<file path="config.mk">
export PLATFORM = sky130hd
export DESIGN_NAME = router_pkt_tx
export DESIGN_NICKNAME = d
export VERILOG_FILES = /design/src/rtl/router_pkt_tx.sv
export SDC_FILE = /design/constraint.sdc
export NUM_CORES = 1
export LEC_CHECK = 0
export CAP_MARGIN = 15
export CORE_ASPECT_RATIO = 0.6
export CORE_MARGIN = 2
export CORE_UTILIZATION = 50
export DETAILED_ROUTE_END_ITERATION = 6
export GPL_ROUTABILITY_DRIVEN = 0
export PLACE_DENSITY = 0.71
export SYNTH_ARGS = -nofsm -noshare
export SYNTH_HDL_FRONTEND = slang
export SYNTH_SLANG_ARGS = --single-unit
</file>
<file path="constraint.sdc">
create_clock -name clock -period 3.83 [get_ports clock]
set_input_delay 0.383 -clock clock [delete_from_list [all_inputs] [get_ports clock]]
set_output_delay 0.383 -clock clock [all_outputs]
set_load 0.02 [all_outputs]
</file>
<file path="src/rtl/router_pkt_tx.sv">
// rtl/router_pkt_tx.sv - packet source for the router input port
//
// Buffers one packet's payload from an upstream byte stream, then drives
// header, payload and parity onto the router's data_in/pkt_valid/busy
// interface with no bubbles. Parity is the XOR of header and payload, with
// optional corruption by ERR_MASK to exercise the router's error path.
//
// Ports:
//   clock        in   system clock, rising edge
//   resetn       in   synchronous active-low reset
//   start        in   packet request, sampled only in IDLE
//   dest_addr    in   [1:0] destination port 0..2 (3 illegal)
//   payload_len  in   [5:0] payload byte count 1..63 (0 illegal)
//   inject_err   in   corrupt this packet's parity byte (sampled with start)
//   pl_data      in   [7:0] upstream payload byte
//   pl_valid     in   upstream byte valid
//   pl_ready     out  upstream ready, high only while loading
//   busy         in   router busy; holds the presented byte
//   data_out     out  [7:0] to router data_in
//   pkt_valid    out  to router pkt_valid (header and payload only)
//   tx_active    out  high whenever not idle
//   done         out  one-cycle pulse after the parity byte is accepted
//   cfg_err      out  one-cycle pulse after a start request is rejected

module router_pkt_tx #(
  parameter int         IFG      = 4,
  parameter logic [7:0] ERR_MASK = 8'h01
) (
  input  logic       clock,
  input  logic       resetn,
  input  logic       start,
  input  logic [1:0] dest_addr,
  input  logic [5:0] payload_len,
  input  logic       inject_err,
  input  logic [7:0] pl_data,
  input  logic       pl_valid,
  output logic       pl_ready,
  input  logic       busy,
  output logic [7:0] data_out,
  output logic       pkt_valid,
  output logic       tx_active,
  output logic       done,
  output logic       cfg_err
);

  typedef enum logic [2:0] {
    S_IDLE,
    S_LOAD,
    S_SEND,
    S_PARITY,
    S_GAP
  } state_t;

  localparam logic [3:0] GAP_INIT = 4'(IFG - 1);

  state_t     state_q, state_d;
  logic [7:0] hdr_q, hdr_d;
  logic       inj_q, inj_d;
  logic [7:0] par_q, par_d;
  logic [5:0] wr_idx_q, wr_idx_d;
  logic [5:0] rd_idx_q, rd_idx_d;
  // Set while the header (not a payload byte) is the byte on data_out.
  logic       hdr_phase_q, hdr_phase_d;
  logic [3:0] gap_q, gap_d;
  logic [7:0] data_out_q, data_out_d;
  logic       pkt_valid_q, pkt_valid_d;
  logic       done_q, done_d;
  logic       cfg_err_q, cfg_err_d;

  logic [7:0] pl_buf_q [0:63];
  logic       buf_we;

  logic [5:0] len_w;
  assign len_w = hdr_q[7:2];

  always_comb begin
    state_d     = state_q;
    hdr_d       = hdr_q;
    inj_d       = inj_q;
    par_d       = par_q;
    wr_idx_d    = wr_idx_q;
    rd_idx_d    = rd_idx_q;
    hdr_phase_d = hdr_phase_q;
    gap_d       = gap_q;
    data_out_d  = data_out_q;
    pkt_valid_d = pkt_valid_q;
    done_d      = 1'b0;
    cfg_err_d   = 1'b0;
    buf_we      = 1'b0;

    case (state_q)
      S_IDLE: begin
        if (start) begin
          if (dest_addr != 2'd3 && payload_len != 6'd0) begin
            hdr_d    = {payload_len, dest_addr};
            inj_d    = inject_err;
            par_d    = {payload_len, dest_addr};
            wr_idx_d = 6'd0;
            state_d  = S_LOAD;
          end else begin
            cfg_err_d = 1'b1;
          end
        end
      end

      S_LOAD: begin
        if (pl_valid) begin
          buf_we   = 1'b1;
          par_d    = par_q ^ pl_data;
          wr_idx_d = wr_idx_q + 6'd1;
          if (wr_idx_q == len_w - 6'd1) begin
            data_out_d  = hdr_q;
            pkt_valid_d = 1'b1;
            rd_idx_d    = 6'd0;
            hdr_phase_d = 1'b1;
            state_d     = S_SEND;
          end
        end
      end

      S_SEND: begin
        if (!busy) begin
          if (hdr_phase_q) begin
            data_out_d  = pl_buf_q[0];
            hdr_phase_d = 1'b0;
            rd_idx_d    = 6'd0;
          end else if (rd_idx_q == len_w - 6'd1) begin
            // Accumulator already holds header ^ all payload bytes.
            data_out_d  = par_q ^ (inj_q ? ERR_MASK : 8'h00);
            pkt_valid_d = 1'b0;
            state_d     = S_PARITY;
          end else begin
            data_out_d = pl_buf_q[rd_idx_q + 6'd1];
            rd_idx_d   = rd_idx_q + 6'd1;
          end
        end
      end

      S_PARITY: begin
        if (!busy) begin
          done_d     = 1'b1;
          data_out_d = 8'h00;
          gap_d      = GAP_INIT;
          state_d    = S_GAP;
        end
      end

      S_GAP: begin
        if (gap_q == 4'd0) begin
          state_d = S_IDLE;
        end else begin
          gap_d = gap_q - 4'd1;
        end
      end

      default: begin
        state_d = S_IDLE;
      end
    endcase
  end

  always_ff @(posedge clock) begin
    if (!resetn) begin
      state_q     <= S_IDLE;
      hdr_q       <= 8'h00;
      inj_q       <= 1'b0;
      par_q       <= 8'h00;
      wr_idx_q    <= 6'd0;
      rd_idx_q    <= 6'd0;
      hdr_phase_q <= 1'b0;
      gap_q       <= 4'd0;
      data_out_q  <= 8'h00;
      pkt_valid_q <= 1'b0;
      done_q      <= 1'b0;
      cfg_err_q   <= 1'b0;
    end else begin
      state_q     <= state_d;
      hdr_q       <= hdr_d;
      inj_q       <= inj_d;
      par_q       <= par_d;
      wr_idx_q    <= wr_idx_d;
      rd_idx_q    <= rd_idx_d;
      hdr_phase_q <= hdr_phase_d;
      gap_q       <= gap_d;
      data_out_q  <= data_out_d;
      pkt_valid_q <= pkt_valid_d;
      done_q      <= done_d;
      cfg_err_q   <= cfg_err_d;
    end
  end

  // Payload storage is not reset; contents are only read after being written.
  always_ff @(posedge clock) begin
    if (resetn && buf_we) begin
      pl_buf_q[wr_idx_q] <= pl_data;
    end
  end

  assign pl_ready  = (state_q == S_LOAD);
  assign tx_active = (state_q != S_IDLE);
  assign data_out  = data_out_q;
  assign pkt_valid = pkt_valid_q;
  assign done      = done_q;
  assign cfg_err   = cfg_err_q;

endmodule
</file>
==> results of run 1 <==
[where the power goes]
group | switching (mW) | total (mW) | internal [mW]
Clock | 2.08 | 4.64 | 2.56
Sequential | 0.144 | 6.88 | 6.74
Combinational | 0.624 | 0.984 | 0.360
Total | 2.85 | 12.5 | 9.66
[critical path: stages (launching register included)]
cell	delay [ps]
dfxtp_1	450
nor3_1	430
nor3b_1	360
xor3_1	290
nor3_1	560
or2_0	180
buf_4	190
nand4_1	370
o22ai_1	330
[state kept, by name (all words and copies together) (netlist names)]
name	flops
pl_buf_q	512
data_out	8
hdr_q	8
par_q	8
rd_idx_q	6
wr_idx_q	6
gap_q	4
state_q	3
cfg_err	1
done	1
hdr_phase_q	1
inj_q	1
pkt_valid	1
[worst paths after layout]
path | startpoint | cells past startpoint | slack (ps) | endpoint
worst min-delay path | pl_data[3] | 1 | 70 | pl_buf_q[8][3]$_DFFE_PP_
worst min register to register | gap_q[3]$_SDFFE_PN0P_ | 2 | 540 | gap_q[3]$_SDFFE_PN0P_
worst max register to register | hdr_q[4]$_SDFFE_PN0P_ | 8 | 570 | data_out[5]$_SDFFE_PN0P_
worst max-delay path | hdr_q[4]$_SDFFE_PN0P_ | 8 | 570 | data_out[5]$_SDFFE_PN0P_
[stage by stage]
stage / power, mW / worst slack, ps
5_1_grt: 12.8 / 438
4_1_cts: 12.5 / 687
2_1_floorplan: 7.50 / 633
6_report: 12.5 / 568
3_5_place_dp: 7.94 / 719
3_3_place_gp: 7.91 / 709
[synth_stat cells, types with 9 or more instances]
cell,number
dfxtp_1,48
nand2_1,30
xnor2_1,10
a211oi_1,9
buf_2,19
a21oi_1,13
and2_1,10
clkbuf_1,36
inv_1,12
o21ai_0,29
nor3_1,12
nand3_1,11
nand3b_1,10
nor2b_1,15
edfxtp_1,512
mux4_2,157
nor2_1,93
mux2i_1,25
nor3b_1,10
[area by class of cell]
class,instances,area [sq um]
Fill cell,3231,19000
Sequential cell,560,16300
Timing Repair Buffer,131,1100
Inverter,16,60.1
Tap cell,589,737
Clock buffer,63,1330
Clock inverter,19,144
Multi-Input combinational cell,529,5910
[per-layer routing]
layer,GRT usage,vias to the layer above,wire [um]
li1,-,4964,-
met1,0.418,6363,26000
met4,0.0371,0,748
met5,0,-,0
met2,0.312,772,22500
met3,0.0726,68,7670
[logic make-up (layout without fill, tap and decap cells)]
kind of cell | after synthesis | count (layout) | share of synthesized area
muxes | 183 | 183 | 0.168
DFF | 560 | 560 | 0.723
AOI/OAI and AO/OA | 88 | 88 | 0.0250
buffers and inverters | 85 | 229 | 0.0168
xor gates and xnor gates | 25 | 25 | 0.0142
and+or+nand+nor | 229 | 229 | 0.0505
adders and majority gates | 4 | 4 | 0.00222
==> run_results.csv, run 1 <==
group,metric,value,unit
grt,grt-ovfl-total,0,
grt,grt_max_degree,64,
logic_synthesis,synthCells,1174,
min_path,hp-class,"input pin to flip-flop",
floorplanning,std_cell_rows,60,
logic_synthesis,ys.flop_type,"edfxtp_1",
placed_design,dpl.hpwl,38500,um
placed_design,dp.cells,1825,
placed_design,io_buffers,34,
clock_tree,clk_transition_reported_paths,70,ps
cells_and_area,finalInstanceArea,0.0256,sq mm
timing,finalClockSkew,10.0,ps
clock_tree,tritoncts,"done",
routing,wl_per_cell,29.8,um
logic_synthesis,async_reset_ff_frac,0,
routing,firstDrtPassIters,5,
logic_synthesis,ys_warn_count,0,
timing,rsz0062_at_grt,"no",
clock_tree,cts-root-buf,"clkbuf_16",
logic_synthesis,ys_top_cells_by_area,"edfxtp_1 (68%), mux4_2 (16%), dfxtp_1 (4.3%)",
logic_synthesis,syn_nets,1200,
cells_and_area,fin_cells,1907,
timing,finalSetupViolCount,0,
floorplanning,die-height,169,um
worst_setup_path,worstPathRequired,4300,ps
cells_and_area,layout-drive-gt1-share,0.263,
routing,drt_iter0_drc,1930,
logic_synthesis,ys_types,60,
floorplanning,coreArea,0.0447,sq mm
logic_synthesis,yosysTopAreaCellShare,0.681,
routing,ant_nets,0,
routing,via_per_inst,6.38,
timing,finalMaxSlewViolations,0,
floorplanning,die_area,0.0470,sq mm
timing,worst_slew_pin_slew,993,ps
logic_synthesis,ys_ff_latch,560,
power,p_leak,8.10,nW
timing,finalHoldWorstSlack,71.3,ps
worst_setup_path,start_kind,"flip-flop",
floorplanning,die_w,278,um
cells_and_area,utilization,0.574,
worst_setup_path,criticalPathCategory,"flip-flop to flip-flop",
timing,period_needed,3260,ps
worst_setup_path,end_kind,"flip-flop",
clock_tree,cts_resized,0,
timing,fmax,307,MHz
timing,hold_viol,0,
routing,dr_total_vias,12200,
logic_synthesis,synth_edf_count,512,
clock_tree,clkSinkCount,560,
logic_synthesis,synth_top_area_cell,"edfxtp_1",
clock_tree,h-tree-depth,2,
cells_and_area,final_common_cell,"edfxtp_1",
logic_synthesis,syn_avg_cell_area,19.2,sq um
grt,grt_pass1_vias,11300,
logic_synthesis,yosysSeqAreaShare,0.723,
grt,grt_pass1_wl,82000,um
clock_tree,post-cts-setup-buffers,0,
cells_and_area,syn2layout_area_growth,13.4,%
clock_tree,cts_buffers,46,
timing,fin_crit_sh,0.852,
worst_setup_path,cp_max_fo,10,
run_status,outcome,"finished, final reports clean",
power,cellPowerDensity,488,mW/mm^2
grt,gr-usage-all-layers,0.245,
logic_synthesis,syn_area,0.0226,sq mm
grt,antenna_found_initial,2,
cells_and_area,fin_nets,1310,
routing,drc,0,
clock_tree,clock_latency,560,ps
cells_and_area,layout_common_cells,"edfxtp_1 (512), mux4_2 (157), nor2_1 (93), buf_4 (91), clkbuf_16 (49)",
floorplanning,ios,35,
cells_and_area,antenna_cells,0,
placed_design,place_area,0.0242,sq mm
power,ir_drop,395,uV
worst_setup_path,arrival,3730,ps
flow_run,drv_cap,0,
routing,wl,56900,um
clock_tree,cts_buffer_depth,3,
clock_tree,cts_hold_buf,0,
timing,relSlewSlack,0.333,
timing,finalSetupTns,0,ps
floorplanning,start_util,0.506,
(Power assumes the default switching activity.)
==> run 2: changes to the inputs <==
--- a/config.mk
+++ b/config.mk
@@ -6,7 +6,7 @@
 export NUM_CORES = 1
 export LEC_CHECK = 0
 export CAP_MARGIN = 15
-export CORE_ASPECT_RATIO = 0.6
+export CORE_ASPECT_RATIO = 1.1
 export CORE_MARGIN = 2
 export CORE_UTILIZATION = 50
 export DETAILED_ROUTE_END_ITERATION = 6
==> run_results.csv, run 2 (synthesis results as in run 1) <==
group,metric,value,unit
grt,gr-usage-all-layers,0.233,
cells_and_area,layout_common_cells,"edfxtp_1 (512), mux4_2 (157), nor2_1 (93), buf_4 (89), clkbuf_16 (54)",
clock_tree,clkSinkCount,560,
placed_design,dpl_worst_slack,756,ps
placed_design,io_buffers,34,
grt,grt_pass1_vias,11700,
floorplanning,die-height,227,um
clock_tree,clock_latency,590,ps
worst_setup_path,criticalPathCategory,"flip-flop to flip-flop",
min_path,hold_depth,1,
placed_design,dpl.hpwl,32900,um
worst_setup_path,reg2reg_depth,8,
flow_run,drv_cap,0,
clock_tree,clk_transition_reported_paths,70,ps
worst_setup_path,worstPathRequired,4290,ps
floorplanning,start_util,0.508,
routing,wl_per_cell,27.9,um
timing,finalClockSkew,23.9,ps
cells_and_area,n_fill_cell,3176,
timing,relSlewSlack,0.205,
floorplanning,std_cell_rows,81,
timing,layout_setup_ws,761,ps
timing,finalSetupViolCount,0,
clock_tree,tritoncts,"done",
worst_setup_path,crit_chain,"ha_4 -> buf_12 -> buf_4 -> mux4_2 -> mux4_2 -> mux4_2 -> clkinv_1 -> o22ai_1",
timing,worst_slew_pin_slew,1190,ps
grt,grt_max_degree,100,
timing,finalSetupTns,0,ps
worst_setup_path,slowest_delay,570,ps
worst_setup_path,end_kind,"flip-flop",
worst_setup_path,slowest_stage,"mux4_2",
power,cellPowerDensity,505,mW/mm^2
cells_and_area,regMostFlops,"pl_buf_q",
timing,rsz0062_at_grt,"no",
min_path,hp-class,"input pin to flip-flop",
worst_setup_path,cp_max_fo,27,
run_status,outcome,"finished, final reports clean",
power,p_total,13.1,mW
floorplanning,die_area,0.0469,sq mm
cells_and_area,utilization,0.582,
worst_setup_path,start_kind,"flip-flop",
cells_and_area,syn2layout_area_growth,14.6,%
cells_and_area,final_common_cell,"edfxtp_1",
grt,antenna_found_initial,1,
timing,fmax,326,MHz
floorplanning,die_w,207,um
routing,wl,53400,um
routing,via_per_inst,6.20,
power,ir_drop,317,uV
timing,hold_viol,0,
routing,firstDrtPassIters,7,
timing,fin_crit_sh,0.801,
grt,grt-ovfl-total,0,
routing,dr_total_vias,11900,
floorplanning,coreArea,0.0445,sq mm
clock_tree,cts_buffer_depth,3,
routing,drc,0,
routing,ant_nets,0,
cells_and_area,largest_reg_flops,512,
power,p_leak,8.23,nW
clock_tree,cts_resized,0,
worst_setup_path,arrival,3530,ps
cells_and_area,fin_nets,1313,
clock_tree,cts_buffers,52,
timing,period_needed,3070,ps
cells_and_area,layout-drive-gt1-share,0.270,
clock_tree,h-tree-depth,2,
clock_tree,post-cts-setup-buffers,0,
routing,drt_iter0_drc,1390,
clock_tree,cts_hold_buf,0,
timing,finalMaxSlewViolations,0,
worst_setup_path,crit_path_frequent_cell,"mux4_2",
grt,grt_pass1_wl,78000,um
floorplanning,ios,35,
clock_tree,cts-root-buf,"clkbuf_16",
[run 2: final timing paths]
check | slack [ps] | endpoint | startpoint
max | 760 | data_out[6]$_SDFFE_PN0P_ | rd_idx_q[1]$_SDFFE_PN0P_
min | 260 | pl_buf_q[2][5]$_DFFE_PP_ | pl_data[5]
max reg2reg | 760 | data_out[6]$_SDFFE_PN0P_ | rd_idx_q[1]$_SDFFE_PN0P_
min reg2reg | 530 | gap_q[1]$_SDFFE_PN0P_ | gap_q[1]$_SDFFE_PN0P_
[run 2: stage by stage]
step / cell area, sq um / instances / hold WS [ps]
5_1_grt: 25900 / 1912 / 266
6_report: 25900 / 1913 / 261
2_1_floorplan: 22600 / 1174 / 482
3_3_place_gp: 24100 / 1813 / 500
4_1_cts: 25900 / 1911 / 364
3_5_place_dp: 24100 / 1813 / 514
[run 2: area by class of cell]
class,count,area [sq um],share of cell area
diodes,1,2.50,0.0000966
inverters,16,60.1,0.00232
multi-input cells,529,5910,0.228
repair buffers,128,1070,0.0413
clock buffers,72,1490,0.0575
well taps,581,727,0.0281
flip-flops and latches,560,16300,0.631
clock inverters,26,298,0.0115
[run 2: critical path, delay by kind of cell (launching register included)]
| kind | cells | cell delay (ps) |
|---|---|---|
| AOI/OAI and AO/OA | 1 | 70 |
| adders and majority gates | 1 | 530 |
| buffers and inverters | 3 | 550 |
| muxes | 3 | 1390 |
| DFF | 1 | 360 |
[run 2: per-layer routing]
layer / GRT usage / wire (um)
met1: 0.324 / 21300
met2: 0.382 / 26300
met3: 0.0302 / 3930
met4: 0.0850 / 1870
met5: 0 / 0
[run 2: where the power goes]
part	total, mW	switching (mW)	internal [mW]
clock	5.34	2.21	3.13
combinational	0.900	0.544	0.356
sequential	6.84	0.0995	6.74
==> run 3: changes to the inputs <==
--- a/config.mk
+++ b/config.mk
@@ -11,7 +11,7 @@
 export CORE_UTILIZATION = 50
 export DETAILED_ROUTE_END_ITERATION = 6
 export GPL_ROUTABILITY_DRIVEN = 0
-export PLACE_DENSITY = 0.71
+export PLACE_DENSITY = 0.74
 export SYNTH_ARGS = -nofsm -noshare
 export SYNTH_HDL_FRONTEND = slang
 export SYNTH_SLANG_ARGS = --single-unit
==> constraint.sdc (replaced) <==
create_clock -name clock -period 2.79 [get_ports clock]
set_input_delay 0.279 -clock clock [delete_from_list [all_inputs] [get_ports clock]]
set_output_delay 0.279 -clock clock [all_outputs]
set_load 0.02 [all_outputs]
==> run_results.csv, run 3 (synthesis results as in run 1) <==
group,metric,value,unit
power,clkPwrFrac,0.388,
floorplanning,die_w,207,um
floorplanning,coreArea,0.0445,sq mm
run_status,outcome,"finished, final reports clean",
clock_tree,clock_latency,580,ps
cells_and_area,fin_nets,1357,
cells_and_area,n_fill_cell,3080,
power,ir_drop,448,uV
clock_tree,cts_buffer_depth,3,
worst_setup_path,worstPathRequired,3250,ps
cells_and_area,largest_reg_flops,512,
timing,finalMaxSlewViolations,0,
clock_tree,clk_transition_reported_paths,70,ps
timing,fin_crit_sh,0.984,
clock_tree,h-tree-depth,2,
worst_setup_path,end_kind,"flip-flop",
worst_setup_path,start_kind,"flip-flop",
clock_tree,cts-root-buf,"clkbuf_16",
power,p_sw,3.88,mW
power,p_total,17.5,mW
clock_tree,cts_hold_buf,0,
timing,finalClockSkew,22.3,ps
clock_tree,clkSinkCount,560,
floorplanning,die-height,227,um
routing,via_per_inst,6.16,
min_path,hp-class,"input pin to flip-flop",
timing,period_needed,2750,ps
flow_run,drv_cap,0,
power,cellPowerDensity,666,mW/mm^2
worst_setup_path,criticalPathCategory,"flip-flop to flip-flop",
routing,dr_total_vias,12000,
routing,drt_iter0_drc,1642,
cells_and_area,final_common_cell,"edfxtp_1",
grt,grt_max_degree,49,
worst_setup_path,arrival,3210,ps
routing,firstDrtPassIters,5,
power,p_comb_frac,0.075,
grt,grt_pass1_wl,78500,um
routing,wl,53100,um
cells_and_area,antenna_cells,0,
clock_tree,cts_buffers,51,
power,p_seq_frac,0.537,
routing,ant_nets,0,
timing,worst_slew_pin_slew,755,ps
grt,antenna_found_initial,0,
timing,finalSetupViolCount,0,
grt,grt_pass1_vias,11900,
placed_design,dpl.hpwl,34500,um
worst_setup_path,cp_max_fo,27,
clock_tree,tritoncts,"done",
cells_and_area,fin_cells,1950,
placed_design,dp.cells,1859,
power,p_leak,8.41,nW
timing,hold_viol,0,
cells_and_area,layout_common_cells,"edfxtp_1 (512), mux4_2 (157), buf_4 (123), nor2_1 (92), clkbuf_16 (52)",
placed_design,io_buffers,34,
timing,fmax,364,MHz
routing,wl_per_cell,27.2,um
cells_and_area,layout-drive-gt1-share,0.295,
floorplanning,start_util,0.508,
grt,gr-usage-all-layers,0.233,
cells_and_area,syn2layout_area_growth,16.0,%
grt,grt-ovfl-total,0,
floorplanning,die_area,0.0469,sq mm
floorplanning,std_cell_rows,81,
routing,drc,0,
cells_and_area,regMostFlops,"pl_buf_q",
power,swShare,0.222,
power,internal_power,13.6,mW
timing,relSlewSlack,0.497,
timing,rsz0062_at_grt,"yes",
floorplanning,ios,35,
[run 3: final timing paths]
kind,startpoint,end,slack [ps],cells past startpoint
setup reg to reg,rd_idx_q[0]$_SDFFE_PN0P_,data_out[5]$_SDFFE_PN0P_,40,7
hold reg to reg,gap_q[3]$_SDFFE_PN0P_,gap_q[3]$_SDFFE_PN0P_,530,2
setup / recovery,rd_idx_q[0]$_SDFFE_PN0P_,data_out[5]$_SDFFE_PN0P_,40,7
hold / removal,pl_data[5],pl_buf_q[6][5]$_DFFE_PP_,140,1
[run 3: cell type report]
| cell class | count | area (sq um) | share of cell area |
|---|---|---|---|
| clock inverter | 29 | 267 | 0.0102 |
| inverter | 16 | 60.1 | 0.00229 |
| tap | 581 | 727 | 0.0277 |
| multi-input combinational | 529 | 5940 | 0.227 |
| clock buffer | 62 | 1340 | 0.0511 |
| timing repair buffer | 173 | 1530 | 0.0585 |
| sequential | 560 | 16300 | 0.623 |
[run 3: power groups by stage]
stage	registers, mW	clock network [mW]	logic [mW]
global route	9.38	7.19	1.42
floorplan	9.51	0	0.790
detailed placement	9.55	0	1.29
global placement	9.55	0	1.25
CTS	9.37	6.88	1.30
finish	9.38	6.77	1.31
[run 3: critical path: stages, from the launching register on]
cell	delay [ps]
dfxtp_4	380
ha_4	330
buf_12	210
mux4_2	540
mux4_2	540
mux4_2	500
inv_2	70
o22ai_1	60
[run 3: layer usage]
layer | wire length, um | global-route usage | vias up
li1 | - | - | 5065
met1 | 21900 | 0.341 | 6287
met5 | 0 | 0 | -
met3 | 3890 | 0.0271 | 81
met2 | 26000 | 0.375 | 575
met4 | 1310 | 0.0641 | 0
[run 3: timing repair]
action,in CTS,in global routing
gates resized for setup,0,8
setup endpoints to repair,0,6
buffers inserted,0,0
[run 3: stage by stage]
step | instance area (sq um) | hold WS [ps] | setup TNS [ps] | utilization | setup slack [ps]
after floorplan | 22600 | 378 | 0 | - | 19.4
after global placement | 24600 | 498 | 0 | 0.552 | 90.0
after detailed placement | 24600 | 508 | 0 | 0.552 | 46.5
after CTS | 26200 | 115 | 0 | 0.588 | 47.6
after global routing | 26200 | 137 | -17.4 | 0.589 | -11.1
final | 26200 | 139 | 0 | 0.589 | 44.0
